[config.mk]
export PLATFORM = sky130hd
export DESIGN_NAME = game_match_ctrl
export DESIGN_NICKNAME = d
export VERILOG_FILES = /design/src/rtl/game_match_ctrl.sv
export SDC_FILE = /design/constraint.sdc
export NUM_CORES = 1
export LEC_CHECK = 0
export CORE_ASPECT_RATIO = 1.25
export CORE_MARGIN = 1.5
export CORE_UTILIZATION = 47
export CTS_CLUSTER_DIAMETER = 30
export DETAILED_ROUTE_END_ITERATION = 10
export PLACE_DENSITY_LB_ADDON = 0.1
export SETUP_SLACK_MARGIN = 0.3
export SLEW_MARGIN = 20
export SYNTH_ARGS = -nofsm -noshare
export SYNTH_HDL_FRONTEND = slang
export SYNTH_SLANG_ARGS = --single-unit
[constraint.sdc]
create_clock -name clk -period 1.8 [get_ports clk]
set_input_delay 0.18 -clock clk [delete_from_list [all_inputs] [get_ports clk]]
set_output_delay 0.18 -clock clk [all_outputs]
set_load 0.01 [all_outputs]
[src/rtl/game_match_ctrl.sv]
// game_match_ctrl: scores rising edges of two flag inputs, ends a match at WIN_LIMIT and holds gameover.
// Optional tie reporting on simultaneous finish is enabled by defining GAME_TIE_DETECT_EN.
module game_match_ctrl #(
  parameter int WIN_LIMIT   = 15,
  parameter int HOLD_CYCLES = 8
) (
  input  logic       clk,
  input  logic       reset,
  input  logic       winner_flag,
  input  logic       loser_flag,
  output logic       gameover,
  output logic       who,
  output logic [3:0] win_count,
  output logic [3:0] lose_count,
  output logic       tie
);

  typedef enum logic [1:0] {
    S_PLAY  = 2'd0,
    S_OVER  = 2'd1,
    S_CLEAR = 2'd2
  } state_t;

  localparam logic [3:0] LIMIT     = 4'(WIN_LIMIT);
  localparam logic [7:0] HOLD_LAST = 8'(HOLD_CYCLES - 1);

  state_t     r_state;
  state_t     w_state_nxt;
  logic       r_win_prev;
  logic       r_lose_prev;
  logic [3:0] r_win_cnt;
  logic [3:0] r_lose_cnt;
  logic [3:0] w_win_cnt_nxt;
  logic [3:0] w_lose_cnt_nxt;
  logic [3:0] w_win_inc;
  logic [3:0] w_lose_inc;
  logic       r_gameover;
  logic       w_gameover_nxt;
  logic       r_who;
  logic       w_who_nxt;
  logic       r_tie;
  logic       w_tie_nxt;
  logic [7:0] r_hold;
  logic [7:0] w_hold_nxt;
  logic       w_win_edge;
  logic       w_lose_edge;
  logic       w_win_hit;
  logic       w_lose_hit;

  assign w_win_edge  = winner_flag & ~r_win_prev;
  assign w_lose_edge = loser_flag & ~r_lose_prev;
  // Post-increment values decide the match end on the very edge that scores.
  assign w_win_inc   = r_win_cnt + {3'b000, w_win_edge};
  assign w_lose_inc  = r_lose_cnt + {3'b000, w_lose_edge};
  assign w_win_hit   = (w_win_inc == LIMIT);
  assign w_lose_hit  = (w_lose_inc == LIMIT);

  // State register
  always_ff @(posedge clk) begin
    if (reset) begin
      r_state <= S_PLAY;
    end else begin
      r_state <= w_state_nxt;
    end
  end

  // Next-state and next-output decode
  always_comb begin
    w_state_nxt    = r_state;
    w_win_cnt_nxt  = r_win_cnt;
    w_lose_cnt_nxt = r_lose_cnt;
    w_gameover_nxt = r_gameover;
    w_who_nxt      = r_who;
    w_tie_nxt      = r_tie;
    w_hold_nxt     = r_hold;
    case (r_state)
      S_PLAY: begin
        w_win_cnt_nxt  = w_win_inc;
        w_lose_cnt_nxt = w_lose_inc;
        if (w_win_hit || w_lose_hit) begin
          w_state_nxt    = S_OVER;
          w_gameover_nxt = 1'b1;
          w_hold_nxt     = 8'd0;
`ifdef GAME_TIE_DETECT_EN
          w_tie_nxt      = w_win_hit & w_lose_hit;
          w_who_nxt      = w_win_hit & ~w_lose_hit;
`else
          w_tie_nxt      = 1'b0;
          w_who_nxt      = w_win_hit;
`endif
        end else begin
          w_state_nxt = S_PLAY;
        end
      end
      S_OVER: begin
        // gameover drops on leaving OVER so it is high exactly HOLD_CYCLES cycles.
        if (r_hold == HOLD_LAST) begin
          w_state_nxt    = S_CLEAR;
          w_gameover_nxt = 1'b0;
          w_hold_nxt     = 8'd0;
        end else begin
          w_hold_nxt = r_hold + 8'd1;
        end
      end
      S_CLEAR: begin
        w_state_nxt    = S_PLAY;
        w_win_cnt_nxt  = 4'd0;
        w_lose_cnt_nxt = 4'd0;
        w_gameover_nxt = 1'b0;
        w_who_nxt      = 1'b0;
        w_tie_nxt      = 1'b0;
        w_hold_nxt     = 8'd0;
      end
      default: begin
        w_state_nxt    = S_PLAY;
        w_win_cnt_nxt  = 4'd0;
        w_lose_cnt_nxt = 4'd0;
        w_gameover_nxt = 1'b0;
        w_who_nxt      = 1'b0;
        w_tie_nxt      = 1'b0;
        w_hold_nxt     = 8'd0;
      end
    endcase
  end

  // Flag samples, tallies, hold counter and registered outputs
  always_ff @(posedge clk) begin
    if (reset) begin
      r_win_prev  <= 1'b0;
      r_lose_prev <= 1'b0;
      r_win_cnt   <= 4'd0;
      r_lose_cnt  <= 4'd0;
      r_gameover  <= 1'b0;
      r_who       <= 1'b0;
      r_tie       <= 1'b0;
      r_hold      <= 8'd0;
    end else begin
      r_win_prev  <= winner_flag;
      r_lose_prev <= loser_flag;
      r_win_cnt   <= w_win_cnt_nxt;
      r_lose_cnt  <= w_lose_cnt_nxt;
      r_gameover  <= w_gameover_nxt;
      r_who       <= w_who_nxt;
      r_tie       <= w_tie_nxt;
      r_hold      <= w_hold_nxt;
    end
  end

  assign gameover   = r_gameover;
  assign who        = r_who;
  assign win_count  = r_win_cnt;
  assign lose_count = r_lose_cnt;
  assign tie        = r_tie;

endmodule
# Word level (Yosys, flattened, before mapping)
# Cells that the tools add are included.
[classes]
addsub = 3
n_eq_ne = 6
mux = 15
bitwise_logic = 5
n_reduce_logical = 4
[ops]
columns = ["cell", "count"]
rows = [
  ["two-way mux 8 bit", 2],
  ["case mux 4 bit (2 select lines)", 2],
  ["case mux 8 bit (2 select lines)", 1],
  ["adder 4 x 1 -> 4 bit", 2],
  ["adder 8 x 1 -> 8 bit, second input constant", 1],
  ["equality test 4 bit, second input constant", 2],
  ["equality test 8 x 3 -> 1 bit, second input constant", 1],
  ["case mux 1 bit (2 select lines)", 3],
  ["two-way mux 1 bit", 5],
  ["!= test 2 bit, second input constant", 2],
  ["case mux 2 bit (2 select lines)", 1],
  ["AND reduction 2 bit", 2],
  ["NOT 1 bit", 3],
  ["bitwise AND 1 bit", 2],
  ["equality test 2 x 1 -> 1 bit, second input constant", 1],
  ["zero test 2 bit", 1],
  ["two-way mux 2 bit", 1],
  ["logical OR 1 bit", 1],
]
[totals]
ff_bits = 23
in_bits = 4
output_inout_bits = 11
elab_cells = 42

# Depth between registers and ports, before layout
[logic_depth]
depth_word = 7
depth_mapped = 8
depth_no_buf = 8

# Least setup slack after synthesis
# Ideal clock, no wire load.
[synth_timing]
kind = "flip-flop to flip-flop"
from = "register r_win_cnt[0], in the netlist win_count[0]"
to = "register r_who, in the netlist who"
setup_ns = 0.132
arrival_time_ns = 1.667
t_required_ns = 1.668
slack_ns = 0.000
stages_incl_launch_ff = 8
path_buffers = 0
synth_period_minus_slack_ns = 1.800
cell_sequence = "dfxtp_1 ha_1 ha_1 xor2_1 nand3_1 o221ai_1 a21bo_2 a21oi_1"
[synth_between]
elab_chain_cells = 5
elab_cells_between_ends = 7
[synth_lines]
columns = ["element", "line_no", "source"]
rows = [
  ["from (decl)", "31", "logic [3:0] r_win_cnt;"],
  ["from (signal assigned)", "140", "r_win_cnt <= w_win_cnt_nxt;"],
  ["adder 4 x 1 -> 4 bit (*)", "53", "assign w_win_inc = r_win_cnt + {3'b000, w_win_edge};"],
  ["equality test 4 bit (*)", "55", "assign w_win_hit = (w_win_inc == LIMIT);"],
  ["logical OR 1 bit", "80", "if (w_win_hit || w_lose_hit) begin"],
  ["!= test 2 bit (no source line)", "--", ""],
  ["AND reduction 2 bit (no source line)", "--", ""],
  ["to (signal assigned)", "143", "r_who <= w_who_nxt;"],
  ["to (decl)", "39", "logic r_who;"],
]
# Every way passes the cells marked *; elsewhere a longest branch is shown, timed or not. The select of a mux whose other input is x is not followed.
# A chain may end at the register's enable or synchronous reset.

# Worst setup path in the final report
[layout_timing]
from = "register r_hold[7]"
to = "register r_hold[3]"
[layout_between]
elab_chain_cells = 3
[layout_lines]
columns = ["element", "line_no", "source"]
rows = [
  ["from (decl)", "43", "logic [7:0] r_hold;"],
  ["from (signal assigned)", "145", "r_hold <= w_hold_nxt;"],
  ["equality test 8 x 3 -> 1 bit", "97", "if (r_hold == HOLD_LAST) begin"],
  ["two-way mux 8 bit", "97", ""],
  ["case mux 8 bit (2 select lines)", "76", "case (r_state)"],
]
# No other way between the ends.

==> flow_metrics.tcl <==
set metrics [dict create \
    grt_pass1_wl_um 3770 \
    yosysMostFrequentCell "dfxtp_1" \
    netlist_area_sq_mm 0.00105 \
    dp_hpwl_um 1520 \
    ys_top_cells_by_count "22 x dfxtp_1, 10 x a21oi_1, 10 x nor2_1" \
    htree_levels 1 \
    avgSynthCellArea_sq_um 9.05 \
    yosys.area.top_type_share_pct 42.0 \
    ys.flop_type "dfxtp_1" \
    power_density_mw_per_mm2 560 \
    fillerInstances 155 \
    slowest_stage "or4_4" \
    hold_path_class "primary input to register" \
    hold_depth 2 \
    final_layout_size_suffix_gt1_share_pct 35.9 \
    final_util_pct 70.9 \
    synth_nets 125 \
    grt_pass1_vias 880 \
    max_freq_ghz 0.559 \
    vias 942 \
    io_buffers 13 \
    setup_violations 0 \
    ir_drop_mv 0.525 \
    slowest_delay_ns 0.52 \
    power_frac_comb_pct 10.1 \
    cp_top_family "simple AND/OR/NAND/NOR gates" \
    rows 18 \
    cp.required_ns 2.00 \
    first_pass_iters 4 \
    ys_ff_latch 22 \
    post-place-ws_ns -0.340 \
    fp.dieW_um 45.3 \
    r2r_slack_ns 0.01 \
    grt_max_degree 12 \
    hold_viol 0 \
    cts_buffers 3 \
    ys_types 33 \
    async_flop_share_pct 0 \
    synth_top_cell_by_area "dfxtp_1" \
    io-pin-count 15 \
    skew_ns 0.00232 \
    postSynthCellCount 116 \
    ys_seq_area_share_pct 42.0 \
    cts_tree "built" \
    place_congestion 0.758 \
    leakagePower_nw 0.514 \
    fp.dieArea_sq_mm 0.00253 \
    finalNetCount 153 \
    swShare_pct 23.7 \
    outcome "completed" \
    dieHeight_um 55.8 \
    critPathMaxFanout 6 \
    cap_violations 0 \
    drt-initial-drc-count 9 \
    p_sw_mw 0.193 \
    path_clk_slew_ns 0.12 \
    fin_ws_ns 0.0117 \
    via_per_inst 5.48 \
    worst_setup_path_end_kind "register" \
    period_share_pct 99.4 \
    synth_edf_count 0 \
    clk_latency_ns 0.31 \
    cts-root-buf "clkbuf_4" \
    crit_arrival_ns 1.99 \
    yosys_warnings 0 \
    cts_max_path_buffers 2 \
    reg2regPathDepth 5 \
    diodes 0 \
    start_kind "register" \
    grt_usage_pct 20.0 \
    worst-path-stages 5 \
    fp.coreArea_sq_mm 0.00205 \
    drv_slew 0 \
    synthToLayoutAreaGrowth_pct 38.5 \
    cts_sinks 22 \
    antenna_found_initial 0 \
    critical_path_buf_inv_count 0 \
    wl_per_cell_um 13.6 \
    antenna_left 0 \
    grt.overflow.total 0 \
    synth_area_leaders "dfxtp_1 42%, ha_1 6.0%, a21oi_1 4.8%" \
    p_int_mw 0.622 \
    clockPowerShare_pct 27.3 \
    cp_cell_sequence "or4_4 -> or3_4 -> and2_4 -> or2b_1 -> a311oi_2" \
    crit_type "register to register" \
    fin_crit_ns 1.79 \
    wirelength_um 2350 \
    initial_core_util_pct 51.2 \
    power_frac_seq_pct 62.6 \
    drc 0 \
    rsz0062_at_grt "yes" \
]
==> final timing paths <==
kind / start / end
worst max-delay path: r_hold[7] / r_hold[3]
worst min-delay path: loser_flag / r_lose_prev
worst max register to register: r_hold[7] / r_hold[3]
worst min register to register: gameover / gameover
==> registers in the layout (all words and copies together) (netlist names) <==
| name | flops |
|---|---|
| r_lose_prev | 1 |
| who | 1 |
| win_count | 4 |
| r_win_prev | 1 |
| r_state | 2 |
| lose_count | 4 |
| gameover | 1 |
| r_hold | 8 |
==> placed cells by master, fill, tap and decap left out, types with 2 or more instances in the layout <==
cell type,synthesis,final
dfxtp_1,22,14
clkdlybuf4s50_1,0,11
buf_4,1,11
nor2_1,10,10
a21oi_1,10,8
dfxtp_2,0,8
nand2_1,7,7
nor2b_1,7,6
a311oi_1,5,4
mux2i_1,4,4
nand3_2,0,3
nand3_1,6,3
nand2b_1,3,3
clkbuf_4,0,3
buf_6,1,3
or2_2,2,2
xnor2_1,2,2
xor2_2,0,2
xor2_1,4,2
and2_4,1,2
and3_2,2,2
a41oi_1,2,2
inv_1,2,2
a21oi_2,0,2
o21ai_2,1,2
o21ai_0,3,2
or3_1,3,2
ha_4,0,2
ha_2,0,2
dlygate4sd2_1,0,2
==> power by group through the flow <==
stage          combinational [mW]  clock [mW]  sequential, mW
2_1_floorplan              0.0401           0           0.521
3_3_place_gp               0.0748           0           0.518
3_5_place_dp               0.0764           0           0.519
4_1_cts                    0.0808       0.226           0.509
5_1_grt                    0.0903       0.241           0.512
6_report                   0.0824       0.222           0.510
==> worst register-to-register path, cell delays in order (launching register included) <==
cell and delay (ns):
dfxtp_2 0.36, or4_4 0.52, or3_4 0.35, and2_4 0.20, or2b_1 0.17, a311oi_2 0.10
==> area by class of cell <==
cell class,instances,area (sq um),area share [%]
Timing Repair Buffer,27,244,16.8
Multi-Input combinational cell,88,692,47.6
Clock buffer,3,22.5,1.55
Tap cell,30,37.5,2.58
Sequential cell,22,450,31.0
Inverter,2,7.51,0.516
==> metrics by stage <==
step	hold WS, ns	area [sq um]	std cells	power, mW	setup TNS, ns
after global placement	0.454	1310	164	0.592	-2.54
after global routing	0.232	1450	172	0.843	-0.207
final	0.217	1450	172	0.815	0
after detailed placement	0.465	1310	164	0.595	-2.93
after floorplan	0.252	1100	116	0.562	0
after CTS	0.218	1410	171	0.816	0
==> layer usage <==
metal | routed length (um) | vias up | GRT usage, % | part of all wire, %
li1 | - | 466 | - | -
met2 | 1230 | 14 | 33.7 | 53
met4 | 59 | 0 | 10.1 | 2.5
met5 | 0 | - | 0 | 0
met3 | 38 | 7 | 1.95 | 1.6
met1 | 1010 | 455 | 24.0 | 43
==> kinds of logic after synthesis <==
| kind of cell | after synthesis | share of synthesized area [%] |
|---|---|---|
| buffers and inverters | 7 | 3.58 |
| other | 1 | 0.357 |
| muxes | 4 | 3.81 |
| AOI/OAI and AO/OA | 26 | 16.7 |
| and+or+nand+nor | 45 | 22.6 |
| DFF | 22 | 42.0 |
| adders and majority gates | 5 | 5.96 |
| xor gates and xnor gates | 6 | 5.01 |
==> what timing repair did <==
item / CTS / global route
endpoints found under the hold margin: 0 / 0
setup endpoints to repair: 12 / 17
setup buffers: 3 / 1
resized for setup: 13 / 15
pin swaps: 6 / 6
gates cloned: 1 / 0
hold buffers: 0 / 0
Note: power is estimated with default switching activity, not from simulation.
